[src/rtl/spi_pkg.sv]
// -----------------------------------------------------------------------------
// spi_pkg
//   Shared definitions for the SPI transmitter / receiver pair.
//   - SPI_DATA_LENGTH / SPI_SHIFT_DIRECTION: link defaults both ends agree on.
//   - rx_state_t: receiver frame state.
// -----------------------------------------------------------------------------
package spi_pkg;

    localparam int unsigned SPI_DATA_LENGTH     = 8;
    localparam bit          SHIFT_MSB_FIRST     = 1'b0;
    localparam bit          SHIFT_LSB_FIRST     = 1'b1;
    localparam bit          SPI_SHIFT_DIRECTION = SHIFT_MSB_FIRST;

    typedef enum logic {
        IDLE  = 1'b0,
        SHIFT = 1'b1
    } rx_state_t;

endpackage

[src/rtl/spi_rx_fifo.sv]
// -----------------------------------------------------------------------------
// spi_rx_fifo
//   First-word-fall-through FIFO used as the receiver output buffer when the
//   design is built with SPI_RX_FIFO_EN.
//   Ports:
//     clk, rst_n            clock, asynchronous active-low reset
//     in_valid/in_ready     write side; in_ready stays high when full if the
//                           head is popped in the same cycle
//     in_data  [WIDTH]      word to store
//     out_valid/out_ready   read side; out_data is the current head
//     out_data [WIDTH]      head word, zero while empty
//   DEPTH must be a power of two (>= 2) so the pointers wrap naturally.
// -----------------------------------------------------------------------------
module spi_rx_fifo #(
    parameter int unsigned WIDTH = 8,
    parameter int unsigned DEPTH = 4
) (
    input  logic             clk,
    input  logic             rst_n,
    input  logic             in_valid,
    input  logic [WIDTH-1:0] in_data,
    output logic             in_ready,
    output logic             out_valid,
    output logic [WIDTH-1:0] out_data,
    input  logic             out_ready
);

    localparam int unsigned AW = $clog2(DEPTH);

    logic [WIDTH-1:0] mem [DEPTH];
    logic [AW-1:0]    wr_ptr_q, wr_ptr_d;
    logic [AW-1:0]    rd_ptr_q, rd_ptr_d;
    logic [AW:0]      count_q,  count_d;
    logic             full;
    logic             push;
    logic             pop;

    assign full      = (count_q == (AW+1)'(DEPTH));
    assign out_valid = (count_q != '0);
    assign in_ready  = !full || out_ready;
    assign push      = in_valid && in_ready;
    assign pop       = out_valid && out_ready;
    assign out_data  = out_valid ? mem[rd_ptr_q] : '0;

    always_comb begin
        wr_ptr_d = wr_ptr_q + AW'(push);
        rd_ptr_d = rd_ptr_q + AW'(pop);
        count_d  = count_q + (AW+1)'(push) - (AW+1)'(pop);
    end

    always_ff @(posedge clk or negedge rst_n) begin
        if (!rst_n) begin
            wr_ptr_q <= '0;
            rd_ptr_q <= '0;
            count_q  <= '0;
        end else begin
            wr_ptr_q <= wr_ptr_d;
            rd_ptr_q <= rd_ptr_d;
            count_q  <= count_d;
        end
    end

    // NOTE: storage has no reset; emptiness is tracked by count_q alone and
    // out_data is masked while empty, so stale entries are never visible.
    always_ff @(posedge clk) begin
        if (push) begin
            mem[wr_ptr_q] <= in_data;
        end
    end

endmodule

[src/rtl/spi_rx.sv]
// -----------------------------------------------------------------------------
// spi_rx
//   Mode-0 SPI receiver. Synchronises MCLK / SS_N / MISO into the SCLK domain,
//   deserialises DATA_LENGTH-bit words and presents them on a valid/ready port.
//   Ports:
//     SCLK, RST_N   local clock, asynchronous active-low reset
//     MCLK          serial bit clock (async to SCLK), sampled on its rise
//     SS_N          active-low frame select
//     MISO          serial data
//     DATA_OUT      received word
//     OUT_VALID     DATA_OUT holds a word; accepted when OUT_READY is high
//     OUT_READY     consumer ready
//     BUSY          high while in SHIFT
//     OVERRUN       one-cycle pulse: a completed word was dropped
//     FRAME_ERR     one-cycle pulse: SS_N rose part-way through a word
//   Build option SPI_RX_FIFO_EN: completed words go through a FIFO_DEPTH-entry
//   FWFT FIFO instead of the single holding register.
//   SYNC_STAGES is legal in 2..3.
// -----------------------------------------------------------------------------
module spi_rx
    import spi_pkg::*;
#(
    parameter int unsigned DATA_LENGTH     = SPI_DATA_LENGTH,
    parameter bit          SHIFT_DIRECTION = SPI_SHIFT_DIRECTION,
    parameter int unsigned SYNC_STAGES     = 2,
    parameter int unsigned FIFO_DEPTH      = 4
) (
    input  logic                   SCLK,
    input  logic                   RST_N,
    input  logic                   MCLK,
    input  logic                   SS_N,
    input  logic                   MISO,
    output logic [DATA_LENGTH-1:0] DATA_OUT,
    output logic                   OUT_VALID,
    input  logic                   OUT_READY,
    output logic                   BUSY,
    output logic                   OVERRUN,
    output logic                   FRAME_ERR
);

    localparam int unsigned      CNT_W    = $clog2(DATA_LENGTH);
    localparam logic [CNT_W-1:0] LAST_BIT = CNT_W'(DATA_LENGTH - 1);

    // ---------------------------------------------------------------- sync
    logic [SYNC_STAGES-1:0] mclk_sync_q, mclk_sync_d;
    logic [SYNC_STAGES-1:0] ss_n_sync_q, ss_n_sync_d;
    logic [SYNC_STAGES-1:0] miso_sync_q, miso_sync_d;
    logic                   mclk_dly_q,  mclk_dly_d;
    logic                   ss_n_dly_q,  ss_n_dly_d;
    logic                   mclk_s, ss_n_s, miso_s;
    logic                   mclk_rise, ss_n_fall, ss_n_rise;

    assign mclk_s = mclk_sync_q[SYNC_STAGES-1];
    assign ss_n_s = ss_n_sync_q[SYNC_STAGES-1];
    assign miso_s = miso_sync_q[SYNC_STAGES-1];

    // The delay flop holds the previous synced level, giving one-cycle strobes.
    assign mclk_rise = mclk_s && !mclk_dly_q;
    assign ss_n_fall = !ss_n_s && ss_n_dly_q;
    assign ss_n_rise = ss_n_s && !ss_n_dly_q;

    always_comb begin
        mclk_sync_d = {mclk_sync_q[SYNC_STAGES-2:0], MCLK};
        ss_n_sync_d = {ss_n_sync_q[SYNC_STAGES-2:0], SS_N};
        miso_sync_d = {miso_sync_q[SYNC_STAGES-2:0], MISO};
        mclk_dly_d  = mclk_s;
        ss_n_dly_d  = ss_n_s;
    end

    // NOTE: sequential state is always written with non-blocking (<=)
    // assignments so every flop samples pre-edge values.
    always_ff @(posedge SCLK or negedge RST_N) begin
        if (!RST_N) begin
            // SS_N resets high (inactive) so release never fakes a frame start.
            mclk_sync_q <= '0;
            ss_n_sync_q <= '1;
            miso_sync_q <= '0;
            mclk_dly_q  <= 1'b0;
            ss_n_dly_q  <= 1'b1;
        end else begin
            mclk_sync_q <= mclk_sync_d;
            ss_n_sync_q <= ss_n_sync_d;
            miso_sync_q <= miso_sync_d;
            mclk_dly_q  <= mclk_dly_d;
            ss_n_dly_q  <= ss_n_dly_d;
        end
    end

    // ----------------------------------------------------------- framing FSM
    rx_state_t              state_q,     state_d;
    logic [CNT_W-1:0]       bit_cnt_q,   bit_cnt_d;
    logic [DATA_LENGTH-1:0] shift_q,     shift_d;
    logic                   frame_err_q, frame_err_d;
    logic [CNT_W-1:0]       cnt_next;
    logic [DATA_LENGTH-1:0] shifted;
    logic                   word_done;

    always_comb begin
        // NOTE: every output of this block gets a default first, so no path
        // leaves one unassigned and no latch is inferred.
        state_d     = state_q;
        bit_cnt_d   = bit_cnt_q;
        shift_d     = shift_q;
        frame_err_d = 1'b0;
        word_done   = 1'b0;
        cnt_next    = bit_cnt_q;
        shifted     = SHIFT_DIRECTION ? {miso_s, shift_q[DATA_LENGTH-1:1]}
                                      : {shift_q[DATA_LENGTH-2:0], miso_s};
        case (state_q)
            IDLE: begin
                if (ss_n_fall) begin
                    state_d   = SHIFT;
                    bit_cnt_d = '0;
                end
            end
            SHIFT: begin
                // The bit is taken first; a simultaneous SS_N rise then sees
                // the post-sample count, so a just-finished word is not an error.
                if (mclk_rise) begin
                    shift_d = shifted;
                    if (bit_cnt_q == LAST_BIT) begin
                        word_done = 1'b1;
                        cnt_next  = '0;
                    end else begin
                        cnt_next  = bit_cnt_q + 1'b1;
                    end
                end
                bit_cnt_d = cnt_next;
                if (ss_n_rise) begin
                    state_d     = IDLE;
                    bit_cnt_d   = '0;
                    frame_err_d = (cnt_next != '0);
                end
            end
            default: state_d = IDLE;
        endcase
    end

    always_ff @(posedge SCLK or negedge RST_N) begin
        if (!RST_N) begin
            state_q     <= IDLE;
            bit_cnt_q   <= '0;
            shift_q     <= '0;
            frame_err_q <= 1'b0;
        end else begin
            state_q     <= state_d;
            bit_cnt_q   <= bit_cnt_d;
            shift_q     <= shift_d;
            frame_err_q <= frame_err_d;
        end
    end

    assign BUSY      = (state_q == SHIFT);
    assign FRAME_ERR = frame_err_q;

    // ------------------------------------------------------------ output side
    logic overrun_q, overrun_d;

`ifdef SPI_RX_FIFO_EN
    logic fifo_in_ready;

    spi_rx_fifo #(
        .WIDTH (DATA_LENGTH),
        .DEPTH (FIFO_DEPTH)
    ) u_fifo (
        .clk       (SCLK),
        .rst_n     (RST_N),
        .in_valid  (word_done),
        .in_data   (shifted),
        .in_ready  (fifo_in_ready),
        .out_valid (OUT_VALID),
        .out_data  (DATA_OUT),
        .out_ready (OUT_READY)
    );

    always_comb begin
        overrun_d = word_done && !fifo_in_ready;
    end
`else
    logic [DATA_LENGTH-1:0] data_q,  data_d;
    logic                   valid_q, valid_d;

    // A held, unaccepted word has priority: a newer one is dropped, never
    // overwritten, unless the held one is being accepted this same cycle.
    always_comb begin
        data_d    = data_q;
        valid_d   = valid_q;
        overrun_d = 1'b0;
        if (word_done) begin
            if (!valid_q || OUT_READY) begin
                data_d  = shifted;
                valid_d = 1'b1;
            end else begin
                overrun_d = 1'b1;
            end
        end else if (valid_q && OUT_READY) begin
            valid_d = 1'b0;
        end
    end

    always_ff @(posedge SCLK or negedge RST_N) begin
        if (!RST_N) begin
            data_q  <= '0;
            valid_q <= 1'b0;
        end else begin
            data_q  <= data_d;
            valid_q <= valid_d;
        end
    end

    assign DATA_OUT  = data_q;
    assign OUT_VALID = valid_q;
`endif

    always_ff @(posedge SCLK or negedge RST_N) begin
        if (!RST_N) begin
            overrun_q <= 1'b0;
        end else begin
            overrun_q <= overrun_d;
        end
    end

    assign OVERRUN = overrun_q;

endmodule

[config.mk]
export PLATFORM = sky130hd
export DESIGN_NAME = spi_rx
export DESIGN_NICKNAME = d
export VERILOG_FILES = /design/src/rtl/spi_pkg.sv /design/src/rtl/spi_rx_fifo.sv /design/src/rtl/spi_rx.sv
export SDC_FILE = /design/constraint.sdc
export NUM_CORES = 1
export LEC_CHECK = 0
export CORE_MARGIN = 8
export CORE_UTILIZATION = 41
export DETAILED_ROUTE_END_ITERATION = 6
export PLACE_DENSITY = 0.69
export SLEW_MARGIN = 0
export SYNTH_ARGS = -nofsm -noshare
export SYNTH_HDL_FRONTEND = slang
export SYNTH_HIERARCHICAL = 1
export SYNTH_SLANG_ARGS = --single-unit
[constraint.sdc]
create_clock -name SCLK -period 3.55 [get_ports SCLK]
set_input_delay 0.355 -clock SCLK [delete_from_list [all_inputs] [get_ports SCLK]]
set_output_delay 0.355 -clock SCLK [all_outputs]
set_load 0.02 [all_outputs]
==> run_results.csv <==
group,metric,value,unit
run_status,status,"finished, final reports clean",
detailed_routing,post_drt_wl_per_cell,15.7,µm
cells_and_area,drive_above_1_share,24.3,%
cells_and_area,syn2layout_area_growth,20.8,%
cts,post-cts-setup-buffer-count,0,
placement,routabilityCongestion,0.774,
cts,cts_tree,"yes",
floorplanning,fp.dieW,69.0,µm
yosys,yosysWarnings,6,
hold_path,holdPathEnd,"ss_n_sync_q[1]",
yosys,syn_inst,80,
detailed_routing,via_count,710,
timing,timing.fmax,529,MHz
timing,holdWs,0.346,ns
yosys,ys_ff_latch,30,
yosys,synthMuxAreaShare,14.7,%
yosys,yosys.area_share.adder,2.18,%
yosys,synth_area,1150,µm²
cts,cts.sinks,30,
timing,finalMaxSlewViolations,0,
yosys,synth_top_area_share,58.8,%
setup_path,crit_type,"register to output pin",
grt,top_usage_layer,"met2",
cts,clock_latency,0.33,ns
hold_path,hold_depth,0,
yosys,synth-xor-area-share,0,%
setup_path,path_max_fanout,11,
detailed_routing,wl,2100,µm
cts,cts_root_buf,"clkbuf_4",
yosys,yosysSeqAreaShare,65.6,%
detailed_routing,antenna_left,0,
cts,cts_buffers,5,
floorplanning,start_util,42.4,%
setup_path,required,3.19,ns
power,vdd_drop_max,0.000281,V
setup_path,path_buf_inv,1,
hold_path,min_from,"ss_n_sync_q[0]",
yosys,synth_area_per_cell,14.4,µm²
grt,grt_max_degree,31,
yosys,synth_cell_types,19,
grt,use_met1,12.3,%
detailed_routing,via_per_inst,5.30,
placement,io_buffers,17,
timing,clock_skew,0.0100,ns
grt,grt_pass1_vias,774,
timing,tightestPinTransition,0.469,ns
timing,hold_viol,0,
grt,grt_pass1_wl,3660,µm
timing,slew_headroom,68.8,%
floorplanning,die_area,4750,µm²
setup_path,reg2reg_to,"DATA_OUT[6]",
grt,grt_overflow,0,
floorplanning,rows,19,
yosys,synth_top_family_by_area,"multiplexers",
grt,grt_util_met2,15.7,%
power,pwr_density_cell,521,nW/µm²
setup_path,max_stage_delay,0.67,ns
yosys,synth_compound_area_share,5.55,%
floorplanning,num_io_pins,18,
detailed_routing,drt_first_pass_iters,4,
timing,finalCritPeriodShare,53.2,%
yosys,yosys.area_share.simple,9.68,%
yosys,synth.area.top_cells,"dfrtp_1 (59%), mux2_2 (15%), dfstp_2 (6.9%), ha_1 (2.2%), nand2b_1 (2.2%)",
yosys,yosys.area.top_type,"dfrtp_1",
cts,postCtsResizedCells,0,
cells_and_area,n_fill_cell,260,
timing,rsz0062_at_grt,"false",
detailed_routing,drc,0,
setup_path,start_kind,"register",
setup_path,crit_path_top_delay_cell,"clkdlybuf4s50_1",
cts,clkTransAtPathRegs,0.09,ns
setup_path,endpoint_kind,"output pin",
run,drv_cap,0,
setup_path,worstRegToRegCells,3,
timing,finalSetupTns,0,ns
floorplanning,die-height,69.0,µm
floorplanning,core,2710,µm²
placement,hpwl,1430,µm
yosys,syn-num-nets,88,
grt,grtUsageMet3,5.01,%
timing,period_needed,1.89,ns
hold_path,hold_class,"register to register",
cts,ctsHoldBuffers,0,
power,p_leak,0.000630,µW
cells_and_area,fin_util,51.2,%
setup_path,cp_top_family,"buffers and inverters",
setup_path,ff2ff_setup_slack,1.87,ns
cells_and_area,n_antenna_cell,0,
setup_path,arrival,1.53,ns
detailed_routing,drt_iter0_markers,51,
grt,antenna_found_initial,0,
setup_path,path_cells,"clkdlybuf4s50_1",
cts,clk_path_buf_depth,2,
grt,grt_usage,10.7,%
cells_and_area,nNetsFinal,111,
cts,htreeDepth,2,
setup_path,r2r-start,"BUSY",
timing,setup_viol,0,
==> cells by family (layout without fill, tap and decap cells) <==
kind of cell    Yosys count  in the layout
simple gates             19             19
mux                      15             15
compound gates           11             11
buf+inv                   3             26
fa+ha+maj                 2              2
flops                    30             30
==> registers in the layout, indices dropped and copies added, names as in the netlist <==
register	count
FRAME_ERR	1
DATA_OUT	8
ss_n_sync_q	2
OUT_VALID	1
BUSY	1
OVERRUN	1
bit_cnt_q	3
shift_q	7
mclk_dly_q	1
miso_sync_q	2
ss_n_dly_q	1
mclk_sync_q	2
==> layer usage <==
layer / vias to the layer above / wire length [µm]
met5: - / 0
met3: 6 / 163
li1: 326 / -
met2: 26 / 939
met4: 0 / 52
met1: 352 / 945
==> area by class of cell <==
type	count	area (µm²)	share of cell area, %
timing repair buffer	18	178	12.8
clock buffer	7	45.0	3.24
sequential	30	754	54.3
inverter	1	3.75	0.270
multi-input combinational	47	369	26.6
tap	31	38.8	2.79
==> Yosys cell counts <==
| master | instances |
|---|---|
| dfrtp_1 | 27 |
| mux2_2 | 15 |
| and3b_1 | 1 |
| nand2b_1 | 4 |
| buf_6 | 2 |
| o22ai_1 | 1 |
| nand2_1 | 4 |
| nand3_4 | 1 |
| a211oi_1 | 2 |
| nor2b_1 | 2 |
| o21ai_0 | 3 |
| inv_1 | 1 |
| ha_1 | 2 |
| dfstp_2 | 3 |
| nor4_1 | 2 |
| nor2_1 | 4 |
| a21o_1 | 1 |
| nor3_1 | 1 |
| a21oi_1 | 4 |
==> cells in the final DEF, fill, tap and decap left out, types with 2 or more instances in the layout <==
| cell type | count |
|---|---|
| nand2b_1 | 4 |
| dfstp_2 | 3 |
| clkbuf_1 | 2 |
| clkdlybuf4s50_1 | 17 |
| nor2_1 | 4 |
| dfrtp_1 | 27 |
| nor4_1 | 2 |
| ha_1 | 2 |
| a21oi_1 | 4 |
| mux2_2 | 15 |
| nor2b_1 | 2 |
| nand2_1 | 4 |
| a211oi_1 | 2 |
| clkbuf_4 | 5 |
| o21ai_0 | 3 |
==> power breakdown <==
group	switching [µW]	total [µW]	internal [µW]
logic	44.3	104	59.8
clock network	112	186	74.5
registers	40.6	433	393
total	197	724	527
==> through the flow <==
step | total power, µW | instance area, µm² | setup WS [ns] | instances
after global placement | 539 | 1340 | 1.93 | 127
after CTS | 738 | 1390 | 1.63 | 134
after global routing | 766 | 1390 | 1.57 | 134
final | 724 | 1390 | 1.66 | 134
after detailed placement | 544 | 1340 | 1.88 | 127
after floorplan | 498 | 1150 | 2.06 | 80
==> how the worst max path moves through the flow <==
| stage | startpoint | end | slack [ns] | cells after the start |
|---|---|---|---|---|
| after floorplan | BUSY | DATA_OUT[0] | 2.06 | 5 |
| after global placement | OUT_READY | DATA_OUT[7] | 1.93 | 4 |
| after CTS | BUSY | BUSY | 1.63 | 1 |
| after detailed placement | BUSY | DATA_OUT[1] | 1.88 | 3 |
| after global routing | BUSY | BUSY | 1.57 | 1 |
| final | BUSY | BUSY | 1.66 | 1 |
Note: power is estimated with default switching activity, not from simulation.
